<file path="src/rtl/regfile_mp.sv">
// Multi-port integer register file with per-register busy scoreboard.
// Two prioritised write ports (port 1 wins), NRD combinational reads, optional write bypass.
module regfile_mp #(
    parameter int XLEN   = 32,
    parameter int AW     = 5,
    parameter int NRD    = 2,
    parameter int BYPASS = 1
) (
    input  logic                clk,
    input  logic                rst_n,
    input  logic [NRD*AW-1:0]   rd_addr_i,
    output logic [NRD*XLEN-1:0] rd_data_o,
    output logic [NRD-1:0]      rd_busy_o,
    input  logic [1:0]          wr_en_i,
    input  logic [2*AW-1:0]     wr_addr_i,
    input  logic [2*XLEN-1:0]   wr_data_i,
    input  logic [1:0]          wr_clr_i,
    input  logic                iss_en_i,
    input  logic [AW-1:0]       iss_addr_i,
    input  logic                flush_i,
    output logic [2**AW-1:0]    busy_vec_o
);
    localparam int NREG = 2**AW;

    logic [XLEN-1:0] regs [NREG];
    logic [NREG-1:0] busy;
    logic [NREG-1:0] clr_hit;
    logic [NREG-1:0] iss_hit;
    logic [AW-1:0]   wr_addr [2];
    logic [XLEN-1:0] wr_data [2];
    logic [AW-1:0]   rd_addr [NRD];

    for (genvar p = 0; p < 2; p++) begin : g_wr_unpack
        assign wr_addr[p] = wr_addr_i[p*AW +: AW];
        assign wr_data[p] = wr_data_i[p*XLEN +: XLEN];
    end

    for (genvar k = 0; k < NRD; k++) begin : g_rd_unpack
        assign rd_addr[k] = rd_addr_i[k*AW +: AW];
    end

    // Per-register clear comes from the winning writer, so port 1's clr overrides port 0's.
    always_comb begin
        clr_hit = '0;
        iss_hit = '0;
        for (int p = 0; p < 2; p++) begin
            if (wr_en_i[p]) begin
                clr_hit[wr_addr[p]] = wr_clr_i[p];
            end
        end
        if (iss_en_i) begin
            iss_hit[iss_addr_i] = 1'b1;
        end
        clr_hit[0] = 1'b0;
        iss_hit[0] = 1'b0;
    end

    always_ff @(posedge clk or negedge rst_n) begin
        if (!rst_n) begin
            for (int r = 0; r < NREG; r++) begin
                regs[r] <= '0;
            end
        end else begin
            for (int p = 0; p < 2; p++) begin
                if (wr_en_i[p] && (wr_addr[p] != '0)) begin
                    regs[wr_addr[p]] <= wr_data[p];
                end
            end
        end
    end

    always_ff @(posedge clk or negedge rst_n) begin
        if (!rst_n) begin
            busy <= '0;
        end else if (flush_i) begin
            busy <= '0;
        end else begin
            busy <= iss_hit | (busy & ~clr_hit);
        end
    end

    assign busy_vec_o = busy;

    always_comb begin
        rd_data_o = '0;
        rd_busy_o = '0;
        for (int k = 0; k < NRD; k++) begin
            if (rst_n && (rd_addr[k] != '0)) begin
                rd_data_o[k*XLEN +: XLEN] = regs[rd_addr[k]];
                rd_busy_o[k]              = busy[rd_addr[k]];
                if (BYPASS != 0) begin
                    for (int p = 0; p < 2; p++) begin
                        if (wr_en_i[p] && (wr_addr[p] == rd_addr[k])) begin
                            rd_data_o[k*XLEN +: XLEN] = wr_data[p];
                        end
                    end
                    // A retiring producer frees the register unless a new one issues now.
                    if (clr_hit[rd_addr[k]] && !iss_hit[rd_addr[k]]) begin
                        rd_busy_o[k] = 1'b0;
                    end
                end
            end
        end
    end

endmodule
</file>
<file path="config.mk">
export PLATFORM = sky130hd
export DESIGN_NAME = regfile_mp
export DESIGN_NICKNAME = d
export VERILOG_FILES = /design/src/rtl/regfile_mp.sv
export SDC_FILE = /design/constraint.sdc
export NUM_CORES = 2
export LEC_CHECK = 0
export BUFFER_PORTS_ARGS = -buffer_cell sky130_fd_sc_hd__buf_4
export CAP_MARGIN = 40
export CORE_ASPECT_RATIO = 0.7
export CORE_MARGIN = 4
export CORE_UTILIZATION = 50
export CTS_CLUSTER_SIZE = 20
export DETAILED_ROUTE_END_ITERATION = 10
export GPL_TIMING_DRIVEN = 0
export PLACE_DENSITY = 0.66
export RECOVER_POWER = 100
export SLEW_MARGIN = 20
export SYNTH_ARGS = -nofsm -noshare
export SYNTH_HDL_FRONTEND = slang
export SYNTH_SLANG_ARGS = --single-unit
</file>
<file path="constraint.sdc">
create_clock -name clk -period 3.7 [get_ports clk]
set_input_delay 0 -clock clk [delete_from_list [all_inputs] [get_ports clk]]
set_output_delay 0 -clock clk [all_outputs]
set_load 0.05 [all_outputs]
</file>
==> flow_summary.json <==
{
  "nets": 6871,
  "boundaryPins": 195,
  "synth.distinct_cells": 71,
  "numPortBuffers": 120,
  "routedWlPerCell_um": 40.68,
  "synth-compound-area-share_pct": 9.991,
  "setup_viol": 194,
  "clockRootBuffer": "clkbuf_16",
  "crit_path_end_kind": "output port",
  "grt_pass1_vias": 57120,
  "mostFrequentLayoutCells": "dfrtp_1, mux2i_1, nand2_1",
  "cts_sinks": 1055,
  "cp_max_fo": 10,
  "p_leak_uw": 0.03059,
  "synthSimpleGateAreaFrac_pct": 9.143,
  "max-slew-margin-rel_pct": -98.56,
  "rows": 112,
  "clock_latency_ps": 790,
  "async_flop_share_pct": 100.0,
  "ir_drop_mv": 0.4367,
  "hold_slack_ps": 119.1,
  "fin_crit_ps": 3971,
  "synth-edff-count": 0,
  "use_met1_pct": 63.77,
  "netlist_area_mm2": 0.06798,
  "power_density_mw_per_mm2": 564.0,
  "hold_viol_final": 0,
  "grt_pass1_wl_mm": 471.9,
  "finalWirelength_mm": 352.7,
  "avgSynthCellArea_um2": 10.72,
  "start_util_pct": 50.69,
  "synth-adder-area-share_pct": 0,
  "die_h_um": 316.5,
  "synthMuxAreaShare_pct": 36.20,
  "vias_per_cell": 7.123,
  "multiInputGateArea_mm2": 0.03790,
  "fin_worst_skew_ps": 0,
  "cts_made_buffers": 110,
  "final_common_cell": "dfrtp_1",
  "grt_use_met2_pct": 59.94,
  "hold_path.class": "in2reg",
  "cap_violations": 6,
  "dp_hpwl_mm": 284.7,
  "synth_ff_type": "dfrtp_1",
  "drtIter0Drc": 11290,
  "drc_errors": 0,
  "place_congestion": 1.147,
  "fillers": 11620,
  "layout_setup_ws_ps": -270.7,
  "worst-slew-pin-transition_ps": 2978,
  "drtAntennaViolNets": 0,
  "synth_nets": 6438,
  "fin_crit_sh_pct": 107.3,
  "violations": "max-capacitance violations, max-slew violations, negative setup slack",
  "ctsLongestPathBuffers": 3,
  "ys_seq_elements": 1055,
  "vias": 61770,
  "grt-ovfl-total": 0,
  "fmax_ghz": 0.2518,
  "htree_num_levels": 3,
  "seq_area_mm2": 0.02640,
  "dieArea_mm2": 0.1420,
  "die_w_um": 448.7,
  "setup-tns-final_ps": -13400,
  "antenna_found_initial": 39,
  "required_ps": 3700,
  "crit_arrival_ps": 3970,
  "dr.pass1.iters": 9,
  "synth_top_family_by_area": "multiplexers",
  "cts.clk_slew.worst_paths_ps": 60,
  "status": "finished, violations left",
  "grt_start_max_net_pins": 138,
  "syn2layout_area_growth_pct": 13.18,
  "synth_xor_area_share_pct": 0.3479,
  "busiest_layer": "met1",
  "crit_path_start_kind": "input port",
  "synth_cells": 6341,
  "synth-seq-area-share_pct": 38.84,
  "grt_usage_pct": 48.73,
  "cts_tree": "done",
  "criticalPathCategory": "in2out",
  "slew_violations": 566,
  "core_mm2": 0.1341,
  "yosys_warnings": 0,
  "drive_above_1_share_pct": 18.61,
  "met3_usage_pct": 36.53
}
## per-stage QoR
| step | cell area, µm² | setup slack (ps) | power, µW | cells | utilization, % |
|---|---|---|---|---|---|
| after floorplan | 67980 | 608.7 | 23860 | 6341 | - |
| after global placement | 71090 | -15550 | 29100 | 8228 | 53.01 |
| after detailed placement | 72090 | -1134 | 29690 | 8298 | 53.75 |
| after CTS | 77150 | 13.39 | 41970 | 8608 | 57.53 |
| after global routing | 76900 | -31.77 | 44160 | 8657 | 57.34 |
| final | 76940 | -270.7 | 43390 | 8671 | 57.37 |
## critical path: stages
cell and delay (ps):
clkbuf_1 290, buf_2 400, buf_4 450, buf_2 430, nor2b_1 560, o21ai_0 420, a31o_2 310, o211a_1 190
nor4_1 570, buf_4 310
## kinds of logic (layout without fill, tap and decap cells)
family	after synthesis	count (layout)
compound gates	1254	1254
mux	1632	1632
buf+inv	842	1368
other cells	1	38
simple gates	1530	1530
flops	1055	1055
xor+xnor	27	27
## metal layers
layer,routed length [µm],vias up
li1,-,24010
met1,131300,31310
met2,128100,5550
met3,75000,839
met4,16110,58
met5,2237,-
## Yosys cell counts, drive strengths merged, types with 22 or more instances
| cell type | number | area, µm² |
|---|---|---|
| mux2i | 960 | 9609 |
| nor2 | 513 | 1926 |
| o211ai | 34 | 255.2 |
| a21oi | 451 | 2257 |
| o21ai | 622 | 3113 |
| dfrtp | 1055 | 26400 |
| o31ai | 22 | 165.2 |
| nand3 | 62 | 310.3 |
| a211oi | 28 | 210.2 |
| nand2 | 841 | 3157 |
| clkbuf | 521 | 1962 |
| mux4 | 660 | 14860 |
| buf | 312 | 1724 |
| a22oi | 28 | 210.2 |
## power breakdown
group          leakage (µW)  total [µW]  switching (µW)  internal, µW
logic                0.0156       14000            8260          5780
clock network       0.00190       12300            5400          6940
registers            0.0130       17000            2600         14400
## what timing repair did
item                                    4_1_cts  5_1_grt
buffers inserted                              4        0
gates resized for setup                      14       30
hold buffers                                101        0
endpoints found under the hold margin      1180        0
pin swaps                                     2        1
endpoints found under the setup margin       34       35
## final cells by class
type                    instances  share of cell area (%)
diodes                         37                  0.1203
multi-input cells            4444                   49.27
clock inverters                58                  0.9237
well taps                    1767                   2.874
repair buffers                322                   3.831
flip-flops and latches       1055                   34.31
plain buffers                 832                   4.550
inverters                       9                 0.04554
clock buffers                 147                   4.075
## worst paths after layout
kind / start / end / slack (ps) / cells after the start
max: rd_addr_i[5] / rd_busy_o[1] / -270 / 10
min: wr_data_i[63] / regs[639]$_DFF_PN0_ / 120 / 4
max reg2reg: busy_vec_o[4]$_DFF_PN0_ / busy_vec_o[4]$_DFF_PN0_ / 2300 / 3
min reg2reg: regs[1004]$_DFF_PN0_ / regs[1004]$_DFF_PN0_ / 480 / 1
max in group asynchronous: rst_n / regs[335]$_DFF_PN0_ / 520 / 7
min in group asynchronous: rst_n / regs[666]$_DFF_PN0_ / 180 / 5
## sequential cells by signal, indices dropped and copies added (netlist names)
register    flops
busy_vec_o     31
regs         1024
Note: power is estimated with default switching activity, not from simulation.
